## src/rtl/cam_pkg.sv

```systemverilog
// Shared constants for the camera capture block: default geometry, FSM encoding
// and the bit positions of the sticky error flags.
package cam_pkg;

  localparam int unsigned H_ACTIVE     = 640;
  localparam int unsigned V_ACTIVE     = 480;
  localparam int unsigned FRAME_PIXELS = H_ACTIVE * V_ACTIVE;

  typedef enum logic [1:0] {
    ST_IDLE   = 2'd0,
    ST_ARMED  = 2'd1,
    ST_ACTIVE = 2'd2,
    ST_HOLD   = 2'd3
  } cam_state_e;

  localparam logic [1:0] ERR_ODD   = 2'd0;
  localparam logic [1:0] ERR_LEN   = 2'd1;
  localparam logic [1:0] ERR_FRAME = 2'd2;

endpackage

```

## src/rtl/cam_byte_pack.sv

```systemverilog
// Pairs RGB444 camera bytes into 12-bit {B,G,R} pixels with one cycle of latency
// and flags a dangling byte left over when a line ends.
module cam_byte_pack (
  input  logic        clk,
  input  logic        rstn,
  input  logic        i_en,
  input  logic        i_href,
  input  logic        i_href_fall,
  input  logic [7:0]  i_data,
  output logic        o_pix_vld,
  output logic [11:0] o_pix_data,
  output logic        o_dangle
);

  logic        r_phase;
  logic [3:0]  r_red;
  logic        r_vld;
  logic [11:0] r_data;

  always_ff @(posedge clk or negedge rstn) begin
    if (!rstn) begin
      r_phase <= 1'b0;
      r_red   <= '0;
      r_vld   <= 1'b0;
      r_data  <= '0;
    end else begin
      r_vld <= 1'b0;
      if (!i_href) begin
        r_phase <= 1'b0;
      end else if (i_en) begin
        r_phase <= ~r_phase;
        if (!r_phase) begin
          r_red <= i_data[3:0];
        end else begin
          r_data <= {i_data[3:0], i_data[7:4], r_red};
          r_vld  <= 1'b1;
        end
      end
    end
  end

  // phase still reflects the last byte of the line in the cycle the fall is seen
  assign o_dangle   = i_href_fall & r_phase;
  assign o_pix_vld  = r_vld;
  assign o_pix_data = r_data;

endmodule

```

## src/rtl/cam_capture.sv

```systemverilog
// Camera frame capture: sync edge detection, capture FSM, frame-buffer address
// generation, line/frame accounting and sticky error flags.
module cam_capture
  import cam_pkg::*;
#(
  parameter int unsigned H_ACTIVE = cam_pkg::H_ACTIVE,
  parameter int unsigned V_ACTIVE = cam_pkg::V_ACTIVE,
  parameter int unsigned ADDR_W   = 19
) (
  input  logic              clk,
  input  logic              rstn,
  input  logic              cam_vsynk,
  input  logic              cam_href,
  input  logic [7:0]        cam_data,
  input  logic              cap_en,
  input  logic              snap_mode,
  input  logic              snap_req,
  input  logic              clr_err,
  output logic              pix_we,
  output logic [ADDR_W-1:0] pix_addr,
  output logic [11:0]       pix_data,
  output logic              frame_start,
  output logic              frame_done,
  output logic              busy,
  output logic [9:0]        line_cnt,
  output logic [2:0]        err
);

  localparam int unsigned       LP_FRAME    = H_ACTIVE * V_ACTIVE;
  localparam logic [ADDR_W-1:0] LP_ADDR_MAX = ADDR_W'(LP_FRAME - 1);

  cam_state_e        r_state, w_state_nxt;
  logic              r_vs_q, r_hr_q, r_fs, r_fd, r_full;
  logic [ADDR_W-1:0] r_addr;
  logic [ADDR_W:0]   r_tot;
  logic [15:0]       r_lpix;
  logic [9:0]        r_line;
  logic [2:0]        r_err, w_err_nxt;
  logic              w_vs_fall, w_vs_rise, w_hr_rise, w_hr_fall;
  logic              w_active, w_fs, w_fe, w_pix_vld, w_pix_act, w_we, w_ovf, w_dangle;
  logic [11:0]       w_pix_data;
  logic [16:0]       w_lpix_now;
  logic [ADDR_W+1:0] w_tot_now;

  assign w_vs_fall = r_vs_q & ~cam_vsynk;
  assign w_vs_rise = ~r_vs_q & cam_vsynk;
  assign w_hr_rise = cam_href & ~r_hr_q;
  assign w_hr_fall = r_hr_q & ~cam_href;

  assign w_active  = (r_state == ST_ACTIVE) & cap_en;
  assign w_fs      = cap_en & ((r_state == ST_ARMED) | (r_state == ST_ACTIVE)) & w_vs_fall;
  assign w_fe      = w_active & w_vs_rise;
  assign w_pix_act = w_pix_vld & (r_state == ST_ACTIVE);
  assign w_we      = w_pix_act & ~r_full;
  assign w_ovf     = w_pix_act & r_full;

  // include a pixel emerging in the same cycle as the line/frame end
  assign w_lpix_now = {1'b0, r_lpix} + 17'(w_pix_act);
  assign w_tot_now  = {1'b0, r_tot} + (ADDR_W + 2)'(w_pix_act);

  cam_byte_pack u_pack (
    .clk        (clk),
    .rstn       (rstn),
    .i_en       (w_active),
    .i_href     (cam_href),
    .i_href_fall(w_hr_fall),
    .i_data     (cam_data),
    .o_pix_vld  (w_pix_vld),
    .o_pix_data (w_pix_data),
    .o_dangle   (w_dangle)
  );

  always_comb begin
    w_state_nxt = r_state;
    if (!cap_en) begin
      w_state_nxt = ST_IDLE;
    end else begin
      case (r_state)
        ST_IDLE:   if (!snap_mode || snap_req) w_state_nxt = ST_ARMED;
        ST_ARMED:  if (w_vs_fall) w_state_nxt = ST_ACTIVE;
        ST_ACTIVE: if (w_vs_rise) w_state_nxt = snap_mode ? ST_HOLD : ST_ARMED;
        ST_HOLD:   if (snap_req) w_state_nxt = ST_ARMED;
        default:   w_state_nxt = ST_IDLE;
      endcase
    end
  end

  always_comb begin
    w_err_nxt = clr_err ? '0 : r_err;
    if (w_active && w_dangle) w_err_nxt[ERR_ODD] = 1'b1;
    if (w_active && w_hr_fall && (w_lpix_now != 17'(H_ACTIVE))) w_err_nxt[ERR_LEN] = 1'b1;
    if ((w_active && (w_ovf || w_vs_fall)) ||
        (w_fe && (w_tot_now != (ADDR_W + 2)'(LP_FRAME))))
      w_err_nxt[ERR_FRAME] = 1'b1;
  end

  always_ff @(posedge clk or negedge rstn) begin
    if (!rstn) begin
      r_state <= ST_IDLE;
      r_vs_q  <= 1'b0;
      r_hr_q  <= 1'b0;
      r_fs    <= 1'b0;
      r_fd    <= 1'b0;
      r_full  <= 1'b0;
      r_addr  <= '0;
      r_tot   <= '0;
      r_lpix  <= '0;
      r_line  <= '0;
      r_err   <= '0;
    end else begin
      r_state <= w_state_nxt;
      r_vs_q  <= cam_vsynk;
      r_hr_q  <= cam_href;
      r_fs    <= w_fs;
      r_fd    <= w_fe;
      r_err   <= w_err_nxt;
      if (w_fs) begin
        r_addr <= '0;
        r_full <= 1'b0;
        r_tot  <= '0;
        r_line <= '0;
      end else if (r_state == ST_ACTIVE) begin
        if (w_we) begin
          if (r_addr == LP_ADDR_MAX) r_full <= 1'b1;
          else                       r_addr <= r_addr + 1'b1;
        end
        if (w_pix_act && (r_tot != '1)) r_tot <= r_tot + 1'b1;
        if (w_active && w_hr_fall && (r_line != 10'd1023)) r_line <= r_line + 1'b1;
      end
      if (w_active && w_hr_rise)              r_lpix <= '0;
      else if (w_pix_act && (r_lpix != '1))   r_lpix <= r_lpix + 1'b1;
    end
  end

  assign pix_we      = w_we;
  assign pix_addr    = r_addr;
  assign pix_data    = w_pix_data;
  assign frame_start = r_fs;
  assign frame_done  = r_fd;
  assign busy        = (r_state == ST_ARMED) | (r_state == ST_ACTIVE);
  assign line_cnt    = r_line;
  assign err         = r_err;

endmodule

```

## config.mk

```make
export PLATFORM = sky130hd
export DESIGN_NAME = cam_capture
export DESIGN_NICKNAME = d
export VERILOG_FILES = /design/src/rtl/cam_pkg.sv /design/src/rtl/cam_byte_pack.sv /design/src/rtl/cam_capture.sv
export SDC_FILE = /design/constraint.sdc
export NUM_CORES = 1
export LEC_CHECK = 0
export CAP_MARGIN = 30
export CORE_MARGIN = 5
export CORE_UTILIZATION = 56
export DETAILED_ROUTE_END_ITERATION = 12
export HOLD_SLACK_MARGIN = 0.06
export MAX_ROUTING_LAYER = met4
export PLACE_DENSITY = 0.8
export REMOVE_ABC_BUFFERS = 1
export SYNTH_ARGS = -nofsm -noshare
export SYNTH_HDL_FRONTEND = slang
export SYNTH_SLANG_ARGS = --single-unit
export TNS_END_PERCENT = 1
```

## constraint.sdc

```tcl
create_clock -name clk -period 3.2 [get_ports clk]
set_input_delay 0.64 -clock clk [delete_from_list [all_inputs] [get_ports clk]]
set_output_delay 0.64 -clock clk [all_outputs]
set_load 0.005 [all_outputs]
```

== Word-level counts from Yosys, hierarchy flattened ==
Index checks and enable logic that the tools add are counted.

* Input bits: 16
* Bits in registers: 93
* Logic and storage cells: 119
* Output and inout bits: 48

* Add/subtract/negate cells: 6
* Bitwise logic cells: 19
* Reduce and logical (&&, ||, !) cells: 30
* Muxes and demuxes: 32
* Equal/unequal tests: 15

{| class="wikitable"
|+ Operator list
! operator !! number
|-
| $mux W19 || 4
|-
| $mux W20 || 3
|-
| $mux W16 || 2
|-
| $mux W10 || 3
|-
| $add A20 B1 Y21 || 1
|-
| $ne A21 B19 Y1 const B || 1
|-
| $add A20 B1 Y20 const B || 1
|-
| $ne A20 B20 Y1 const B || 1
|-
| $add A19 B1 Y19 const B || 1
|-
| $eq A19 B19 Y1 const B || 1
|-
| $reduce_bool A2 Y1 || 9
|-
| $add A16 B1 Y17 || 1
|-
| $ne A17 B10 Y1 const B || 1
|-
| $add A16 B1 Y16 const B || 1
|-
| $ne A16 B16 Y1 const B || 1
|-
| $and A1 B1 Y1 || 12
|-
| $mux W1 || 12
|-
| $mux W2 || 6
|-
| $ne A3 B3 Y1 const B || 4
|-
| $reduce_and A3 Y1 || 4
|-
| $add A10 B1 Y10 const B || 1
|-
| $ne A10 B10 Y1 const B || 1
|-
| $logic_and A1 B1 Y1 || 9
|-
| $pmux W2 S4 || 1
|-
| other kinds (12) || 21
|}

== Longest topological paths before layout ==
Gate-level depths: netlist of run 1.

* Depth in word-level cells: 7
* Depth in mapped cells: 13
* Gate-level depth less buffers: 12

== By module ==
Synthesis of run 1 repeated with hierarchy kept, for this count alone.

* Cell total of the unflattened synthesis: 543
* Area, all modules: 5158.7 sq um

{| class="wikitable"
|+ By module, submodules not included
! module !! area an instance (sq um) !! seq. area each (sq um) !! cells an instance !! times used
|-
| cam_capture || 4439.3 || 1876.8 || 502 || 1
|-
| cam_byte_pack || 719.4 || 450.4 || 41 || 1
|}

== Worst setup path before layout of run 1 ==
Ideal clock, no wire load.

* Path kind: flip-flop to flip-flop
* Start: register r_state[0]
* End: register r_err[1] (netlist: err[1])
* Arrival: 2.646 ns
* Library setup time: 0.132 ns
* Data required time: 3.068 ns
* Slack: 0.422 ns
* Cell stages (with the launch flop): 14
* Buffers on the path: 1
* Period minus slack after synthesis: 2.778 ns
* Path through: dfrtp_1 inv_1 ha_1 buf_2 nand2_1 inv_1 ha_1 ha_1 nand3_1 mux2_2 o22a_1 a21oi_1 nor4b_1 a31oi_1

* Longest elaborated chain between the ends: 6
* Elaborated cells between the ends (all ways): 9
* Those cells by class: 1 x add/sub; 2 x eq/ne; 1 x mux; 2 x bitwise; 3 x reduce/logical

{| class="wikitable"
|+ Ends and longest elaborated chain
! item !! line !! text
|-
| from (decl) || cam_capture.sv:32 || <nowiki>cam_state_e r_state, w_state_nxt;</nowiki>
|-
| from (signal assigned) || cam_capture.sv:111 || <nowiki>r_state <= w_state_nxt;</nowiki>
|-
| $eq A2 B2 Y1 * || cam_capture.sv:50, cam_capture.sv:53 ||
|-
| $and A1 B1 Y1 || cam_capture.sv:53 || <nowiki>assign w_pix_act = w_pix_vld & (r_state == ST_ACTIVE);</nowiki>
|-
| $add A16 B1 Y17 || cam_capture.sv:58 || <nowiki>assign w_lpix_now = {1'b0, r_lpix} + 17'(w_pix_act);</nowiki>
|-
| $ne A17 B10 Y1 || cam_capture.sv:91 || <nowiki>if (w_active && w_hr_fall && (w_lpix_now != 17'(H_ACTIVE))) w_err_nxt[ERR_LEN] = 1'b1;</nowiki>
|-
| $logic_and A1 B1 Y1 * || cam_capture.sv:91 ||
|-
| $mux W1 or $reduce_bool A2 Y1 (tied branches) || -- ||
|-
| to (signal assigned) || cam_capture.sv:116 || <nowiki>r_err <= w_err_nxt;</nowiki>
|-
| to (decl) || cam_capture.sv:38 || <nowiki>logic [2:0] r_err, w_err_nxt;</nowiki>
|}

Every way passes the cells marked *; elsewhere a longest branch is shown, timed or not.
A chain may end at the register's enable or synchronous reset.

== Worst setup path after layout of run 1 ==
* Start: register r_state[0]
* End: register r_err[2] (netlist: err[2])

* Longest elaborated chain between the ends: 7
* Elaborated cells between the ends (all ways): 13
* Those cells by class: 1 x add/sub; 2 x eq/ne; 1 x mux; 4 x bitwise; 5 x reduce/logical

{| class="wikitable"
|+ Ends and longest elaborated chain
! item !! line !! text
|-
| $eq A2 B2 Y1 * || cam_capture.sv:50, cam_capture.sv:53 ||
|-
| $and A1 B1 Y1 || cam_capture.sv:53 ||
|-
| $add A20 B1 Y21 or $and A1 B1 Y1 (tied branches) || cam_capture.sv:59, cam_capture.sv:55 ||
|-
| $ne A21 B19 Y1 or $logic_or A1 B1 Y1 (tied branches) || cam_capture.sv:93, cam_capture.sv:92 ||
|-
| $logic_and A1 B1 Y1, on equally long branches || cam_capture.sv:93, cam_capture.sv:92 ||
|-
| $logic_or A1 B1 Y1 * || cam_capture.sv:92 || <nowiki>if ((w_active && (w_ovf || w_vs_fall)) ||</nowiki>
|-
| $mux W1 or $reduce_bool A2 Y1 (tied branches) || -- ||
|}

Marks and branches as above.

==> impl_metrics.toml, run 1 <==
[sta]
hold_slack_ps = 277
finClkSkew_ps = 13.7
setup_tns_ps = 0
period_needed_ps = 2680
slew_headroom = 0.540
tightest_slew_ps = 690
final-hold-violation-count = 0
fmax_mhz = 373
finalCritPeriodShare = 0.837
grt_setup_unrepaired = "false"
slew_viol_final = 0
setup_viol = 0

[synth]
synth_edf_count = 0
synth_common_cells = "dfrtp_1, nor2_1, nand2_1"
synthesis.area_um2 = 5090
synthArstFlopShare = 1.00
synth_top_area_frac = 0.458
synth.area.top_cells = "dfrtp_1, xor2_1, nor2_1"
yosysTopAreaCell = "dfrtp_1"
yosysUniqueCellTypes = 55
syn_avg_cell_area_um2 = 9.15
syn_inst = 556
synthFlopType = "dfrtp_1"
yosysWarnings = 0
seq_area_frac_synth = 0.458
ys_ff_latch = 93
post-synth-top-count-cell = "dfrtp_1"

[clocking]
cts_tree = "done"
cts_hold_buf = 0
root_buffer = "clkbuf_8"
postCtsSetupBuffers = 0
cts_resized = 0
numCtsBuffers = 9
clk-insertion-delay-late_ps = 360
clock_path_buffers = 2
cts.sinks = 93
clkSlewWorstSetupHoldPaths_ps = 100
htree_levels = 3

[power]
ir_worst_vdd_uv = 290
cellLeakagePower_uw = 0.00255
power_density_nw_per_um2 = 572

[floorplan]
fp-row-count = 34
fp.dieW_um = 105
die_y_um = 105
ios = 64
design.core.area_um2 = 8810
die_area_um2 = 11100
start_util = 0.578

[routing]
route.vias.total = 4178
wl_um = 11200
drc = 0
drt_iter0_drc = 160
viasPerCell = 5.79
antenna_left = 0
wl_per_cell_um = 15.5
firstDrtPassIters = 4

[worst_setup_path]
endpoint_kind = "flop"
path_class = "flop to flop"
cp.required_ps = 3450
critPathArrivalTime_ps = 2930
start_kind = "flop"
worstPathMaxFanout = 6

[placed_design]
gp_congestion = 0.899
io_buffer_count = 63
dp_hpwl_um = 7860

[run_status]
status = "finished, final reports clean"

[final_layout]
nets = 636
syn2layout_area_growth_pct = 17.7
n_antenna_cell = 0
final_layout_size_suffix_gt1_frac = 0.0669
n_fill_cell = 696

[global_routing]
overflow = 0
antenna_found_initial = 0
grt_pass1_wl_um = 19400
grt_pass1_vias = 4062
grt_max_degree = 52
grt_usage = 0.217

[job]
maxCapViolCount = 0

[worst_hold_path]
hp-class = "primary input to async pin"
[state kept, by name, indices dropped and copies added (netlist names), 2 cells and up]
register,count
r_tot,20
pix_addr,19
r_lpix,16
u_pack.o_pix_data,12
line_cnt,10
u_pack.r_red,4
err,3
r_state,2
[final cells by class]
cell class              count  area [um^2]  share of cell area
clock buffers               9          124              0.0207
flip-flops and latches     93         2330               0.389
inverters                  10         37.5             0.00627
well taps                 108          135              0.0226
clock inverters             7         72.6              0.0121
multi-input cells         425         2610               0.435
repair buffers             69          686               0.115
[kinds of logic (layout without fill, tap and decap cells)]
kind of cell / count (synthesis) / count (layout) / share of synthesized area
flip-flops: 93 / 93 / 0.458
AND/OR/NAND/NOR: 290 / 290 / 0.282
XOR/XNOR: 67 / 67 / 0.115
multiplexers: 10 / 10 / 0.0212
AO/OA/AOI/OAI: 46 / 46 / 0.0622
buffers and inverters: 38 / 95 / 0.0317
adder cells (fa/ha/maj): 12 / 12 / 0.0295
[per-layer routing]
metal / part of all wire / routed length (um) / track usage / vias up
met2: 0.48 / 5410 / 0.343 / 77
met3: 0.033 / 374 / 0.0410 / 21
met5: 0 / 0 / - / -
met4: 0.020 / 229 / 0.0787 / 0
met1: 0.46 / 5160 / 0.281 / 2069
li1: - / - / - / 2011
[through the flow]
step / power (uW) / setup WS [ps] / std cells / utilization / cell area (um^2)
floorplan: 2260 / -225 / 528 / - / 4960
global placement: 2600 / 686 / 705 / 0.658 / 5790
detailed placement: 2640 / 541 / 705 / 0.658 / 5790
CTS: 3440 / 520 / 721 / 0.680 / 5990
global route: 3660 / 301 / 721 / 0.680 / 5990
finish: 3430 / 522 / 721 / 0.680 / 5990
[power breakdown]
group          switching, uW  leakage (uW)  total [uW]  internal (uW)
sequential               356       0.00120        1760           1400
clock                    433     0.0000960         797            364
combinational            424       0.00125         872            448
total                   1210       0.00255        3430           2210
[critical path, stage by stage, from the launching register on]
cell     delay [ps]
dfrtp_1         420
inv_1            80
ha_1            210
nand2_1          80
inv_1            70
ha_1            230
and3_1          260
or4_1           440
and3_1          200
nor4_1          280
and4_1          230
a21oi_1          60
[final timing paths]
check,from,to,slack [ps],cells past startpoint
hold / removal,rstn,pix_addr[5],280,1
setup reg to reg,r_state[0],err[2],520,11
min in group clk,r_vs_q,r_state[0],470,1
hold reg to reg,r_vs_q,r_state[0],470,1
setup / recovery,r_state[0],err[2],520,11
max in group asynchronous,rstn,r_state[1],2270,2
[cells in the final DEF (no fill, tap or decap), drive strengths merged, types with 3 or more instances in the layout]
master,n
nor4,10
and2,6
nand2,73
dfrtp,93
o2111ai,3
and3,10
ha,12
mux2,6
mux2i,4
nor3,11
and4,5
or3,4
a31oi,4
a21oi,13
a311oi,3
xor2,50
inv,12
nand2b,7
clkbuf,9
nor2,88
clkdlybuf4s50,62
nand4,26
nand3,34
buf,7
xnor2,17
o21ai,14
(Power assumes the default switching activity.)
==> run 2: changes to the inputs <==
==> constraint.sdc (replaced) <==
create_clock -name clk -period 2.5 [get_ports clk]
set_input_delay 0.5 -clock clk [delete_from_list [all_inputs] [get_ports clk]]
set_output_delay 0.5 -clock clk [all_outputs]
set_load 0.005 [all_outputs]
==> run 2 against run 1 <==
  * Die area unchanged
  * Sequential cell count unchanged
  * Largest cell class unchanged
  * Largest power group unchanged
  * Via count increased by 0.69%
  * Highest routed layer unchanged
==> impl_metrics.toml, run 2 (synthesis gave the netlist of run 1 again) <==
[floorplan]
fp.dieW_um = 105
fp-row-count = 34
ios = 64
start_util = 0.578
die_y_um = 105
design.core.area_um2 = 8810
die_area_um2 = 11100

[clocking]
cts_tree = "done"
htree_levels = 3
clk-insertion-delay-late_ps = 370
root_buffer = "clkbuf_8"
clock_path_buffers = 2
numCtsBuffers = 9
clkSlewWorstSetupHoldPaths_ps = 90
cts.sinks = 93

[worst_setup_path]
reg2reg_to = "err[2]"
critPathArrivalTime_ps = 1910
ff2ff_setup_slack_ps = 150
path_class = "flop to output port"
worstRegToRegCells = 13
cp.required_ps = 2000
r2r_start = "r_state[0]"
endpoint_kind = "output port"
worstPathMaxFanout = 10
critical_path.startpoint = "r_state[0]"
start_kind = "flop"
endpoint = "pix_we"

[global_routing]
grt_max_degree = 66
grt_pass1_vias = 4220
overflow = 0
grt_pass1_wl_um = 20200
antenna_found_initial = 0
grt_usage = 0.225

[placed_design]
placed_area_um2 = 5840
pre_cts_ws_ps = 8.13
io_buffer_count = 63
dp_hpwl_um = 8320
gp_congestion = 0.941

[routing]
route.vias.total = 4207
wl_um = 11600
firstDrtPassIters = 4
drt_iter0_drc = 174
drc = 0
viasPerCell = 5.76
antenna_left = 0
wl_per_cell_um = 15.9

[final_layout]
layout_common_cells = "dfrtp_1, nor2_1, nand2_1, clkdlybuf4s50_1, xor2_1"
max_flop_register = "r_tot"
nets = 645
stdcell_area_um2 = 6130
syn2layout_area_growth_pct = 20.5
final_common_cell = "dfrtp_1"
n_antenna_cell = 0
largest_reg_flops = 20
final_layout_size_suffix_gt1_frac = 0.0916

[sta]
slew_headroom = 0.554
finalCritPeriodShare = 0.966
tightest_slew_ps = 668
setup_viol = 0
finClkSkew_ps = 19.1
setup_tns_ps = 0
grt_setup_unrepaired = "true"
slew_viol_final = 0
hold_slack_ps = 472
period_needed_ps = 2410
fmax_mhz = 414
setup_ws_ps = 85.2
final-hold-violation-count = 0

[power]
power_density_nw_per_um2 = 726
cellLeakagePower_uw = 0.00263
finalPower_uw = 4450
ir_worst_vdd_uv = 410

[run_status]
status = "finished, final reports clean"

[worst_hold_path]
hp-class = "flop to flop"

[job]
maxCapViolCount = 0
-- run 2: layout make-up --
type,instances,area (um^2)
fill,674,2680
multi-input combinational,425,2670
sequential,93,2330
timing repair buffer,78,756
clock buffer,10,138
tap,108,135
clock inverter,6,68.8
inverter,10,37.5
-- run 2: what timing repair did --
item	in CTS	in global routing
hold buffers	1	0
resized for setup	1	10
setup endpoints to repair	2	3
pin swaps	0	4
setup buffers	0	2
hold endpoints to repair	20	0
-- run 2: per-stage QoR --
| step | cells | util |
|---|---|---|
| final | 730 | 0.696 |
| after global routing | 730 | 0.696 |
| after floorplan | 528 | - |
| after detailed placement | 711 | 0.663 |
| after CTS | 728 | 0.687 |
| after global placement | 711 | 0.663 |
-- run 2: worst max-delay path, stage by stage (launching register included) --
cell and delay, ps:
dfrtp_1 380, inv_1 90, ha_1 180, buf_4 170
and3b_2 230, clkdlybuf4s50_1 510
-- run 2: worst min path at each step --
stage,slack [ps],cells after the start,startpoint,to
after CTS,470,2,u_pack.r_red[2],u_pack.o_pix_data[2]
after detailed placement,450,1,rstn,pix_addr[9]
after global routing,490,2,u_pack.r_red[2],u_pack.o_pix_data[2]
after global placement,440,2,u_pack.r_red[0],u_pack.o_pix_data[0]
final,470,2,u_pack.r_red[2],u_pack.o_pix_data[2]
after floorplan,200,0,rstn,err[0]
-- run 2: per-layer routing --
metal  GRT usage  wire (um)
met1       0.290       4960
met2       0.367       6000
met3      0.0416        494
met4      0.0628        160
met5           -          0
-- run 2: where the power goes --
part	switching, uW	total, uW	internal, uW
Sequential	462	2250	1790
Combinational	563	1150	584
Clock	550	1050	497
Total	1570	4450	2870
==> run 3: changes to the inputs <==
--- a/config.mk
+++ b/config.mk
@@ -7,11 +7,11 @@
 export LEC_CHECK = 0
 export CAP_MARGIN = 30
 export CORE_MARGIN = 5
-export CORE_UTILIZATION = 56
+export CORE_UTILIZATION = 60
 export DETAILED_ROUTE_END_ITERATION = 12
 export HOLD_SLACK_MARGIN = 0.06
 export MAX_ROUTING_LAYER = met4
-export PLACE_DENSITY = 0.8
+export PLACE_DENSITY = 0.85
 export REMOVE_ABC_BUFFERS = 1
 export SYNTH_ARGS = -nofsm -noshare
 export SYNTH_HDL_FRONTEND = slang
==> constraint.sdc (replaced) <==
create_clock -name clk -period 2.9 [get_ports clk]
set_input_delay 0.58 -clock clk [delete_from_list [all_inputs] [get_ports clk]]
set_output_delay 0.58 -clock clk [all_outputs]
set_load 0.005 [all_outputs]
==> run 3 against run 2 <==
  * Final area down 2.3%
  * First-iteration DRC count grew 44%
  * Critical path depth grew 6
  * Power decreased by 14%
  * Final cell count is 1.8% lower
  * Register-to-register slack improved by 98 ps
  * Setup slack improved by 160 ps
  * Routed wire length rose by 1.4%
  * Sequential cell count did not move
  * Worst hold slack worse by 280 ps
  * Die area shrank 6.0%
  * Critical path type is now flop to flop
==> impl_metrics.toml, run 3 (synthesis gave the netlist of run 1 again) <==
[global_routing]
grt_usage = 0.240
grt_max_degree = 53
grt_pass1_vias = 4222
overflow = 0
antenna_found_initial = 0
grt_pass1_wl_um = 19600

[sta]
slew_headroom = 0.501
final-hold-violation-count = 0
setup_ws_ps = 248
fmax_mhz = 377
finalCritPeriodShare = 0.915
setup_tns_ps = 0
finClkSkew_ps = 13.2
setup_viol = 0
period_needed_ps = 2650
tightest_slew_ps = 748
slew_viol_final = 0
grt_setup_unrepaired = "false"

[final_layout]
n_antenna_cell = 0
final_common_cell = "dfrtp_1"
max_flop_register = "r_tot"
syn2layout_area_growth_pct = 17.7
final_layout_size_suffix_gt1_frac = 0.0654
n_fill_cell = 632
stdcell_area_um2 = 5980
fin_util = 0.725
layout_common_cells = "dfrtp_1, nor2_1, nand2_1, clkdlybuf4s50_1, xor2_1"
nets = 636
largest_reg_flops = 20

[worst_setup_path]
cp.buffers_inverters = 2
start_kind = "flop"
endpoint_kind = "flop"
path_class = "flop to flop"
worstRegToRegCells = 11
slowest_delay_ps = 420
crit_chain = "inv_1, ha_1, nand2_1, inv_1, ha_1, and3_1, or4_1, and3_1, nor4_1, and4_1, a21oi_1"
ff2ff_setup_slack_ps = 250
worstPathMaxFanout = 6
critPathArrivalTime_ps = 2900
reg2reg_to = "err[2]"
critical-path-top-delay-family = "simple AND/OR/NAND/NOR gates"
crit_path_top_delay_cell = "or4_1"
cp.required_ps = 3150
r2r_start = "r_state[0]"

[power]
pwr-share-clk = 0.232
swShare = 0.356
p_int_uw = 2460
ir_worst_vdd_uv = 344
power_density_nw_per_um2 = 639
p_seq_frac = 0.509
combPwrFrac = 0.259
power_switching_uw = 1360
cellLeakagePower_uw = 0.00255

[routing]
drc = 0
wl_um = 11800
route.vias.total = 4283
drt_iter0_drc = 250
wl_per_cell_um = 16.4
viasPerCell = 5.97
firstDrtPassIters = 4
antenna_left = 0

[clocking]
root_buffer = "clkbuf_8"
htree_levels = 3
clk-insertion-delay-late_ps = 360
postCtsSetupBuffers = 0
cts_tree = "done"
cts_hold_buf = 0
numCtsBuffers = 9
cts_resized = 0
clock_path_buffers = 2
cts.sinks = 93
clkSlewWorstSetupHoldPaths_ps = 90

[placed_design]
pre_cts_ws_ps = 260
placed_area_um2 = 5790
io_buffer_count = 63
dp_hpwl_um = 8340
gp_congestion = 0.916

[floorplan]
design.core.area_um2 = 8260
ios = 64
fp.dieW_um = 102
fp-row-count = 33
die_area_um2 = 10400
start_util = 0.616
die_y_um = 102

[job]
maxCapViolCount = 0

[run_status]
status = "finished, final reports clean"

[worst_hold_path]
hp-class = "primary input to async pin"
[run 3: layer usage]
metal / global-route usage / vias to the layer above / part of all wire
li1: - / 2008 / -
met2: 0.385 / 137 / 0.50
met3: 0.0334 / 33 / 0.049
met4: 0.0928 / 0 / 0.023
met1: 0.311 / 2105 / 0.43
met5: - / - / 0
[run 3: per-stage QoR]
| stage | hold slack, ps | total power [uW] | cells |
|---|---|---|---|
| 2_1_floorplan | 284 | 2490 | 528 |
| 3_3_place_gp | 442 | 2860 | 702 |
| 3_5_place_dp | 454 | 2930 | 702 |
| 4_1_cts | 211 | 3820 | 717 |
| 5_1_grt | 222 | 4030 | 717 |
| 6_report | 192 | 3820 | 717 |
[run 3: layout make-up]
cell class	count	area, um^2	share of cell area
timing repair buffer	69	686	0.115
sequential	93	2330	0.389
multi-input combinational	425	2610	0.435
clock inverter	5	60.1	0.0100
inverter	10	37.5	0.00627
tap	105	131	0.0220
clock buffer	10	138	0.0230
[run 3: worst max path at each step]
stage / startpoint / to / slack [ps] / cells past startpoint
2_1_floorplan: r_state[0] / line_cnt[9] / -520 / 8
3_3_place_gp: r_state[0] / err[2] / 420 / 11
3_5_place_dp: r_state[0] / err[2] / 260 / 11
4_1_cts: r_state[0] / err[2] / 270 / 11
5_1_grt: r_state[0] / err[2] / 20 / 12
6_report: r_state[0] / err[2] / 250 / 11
[run 3: power groups by stage]
stage | combinational, uW | clock, uW | sequential [uW]
final | 990 | 886 | 1950
after detailed placement | 974 | 0 | 1960
after CTS | 991 | 895 | 1930
after global routing | 1090 | 952 | 1990
after global placement | 923 | 0 | 1940
after floorplan | 620 | 0 | 1870
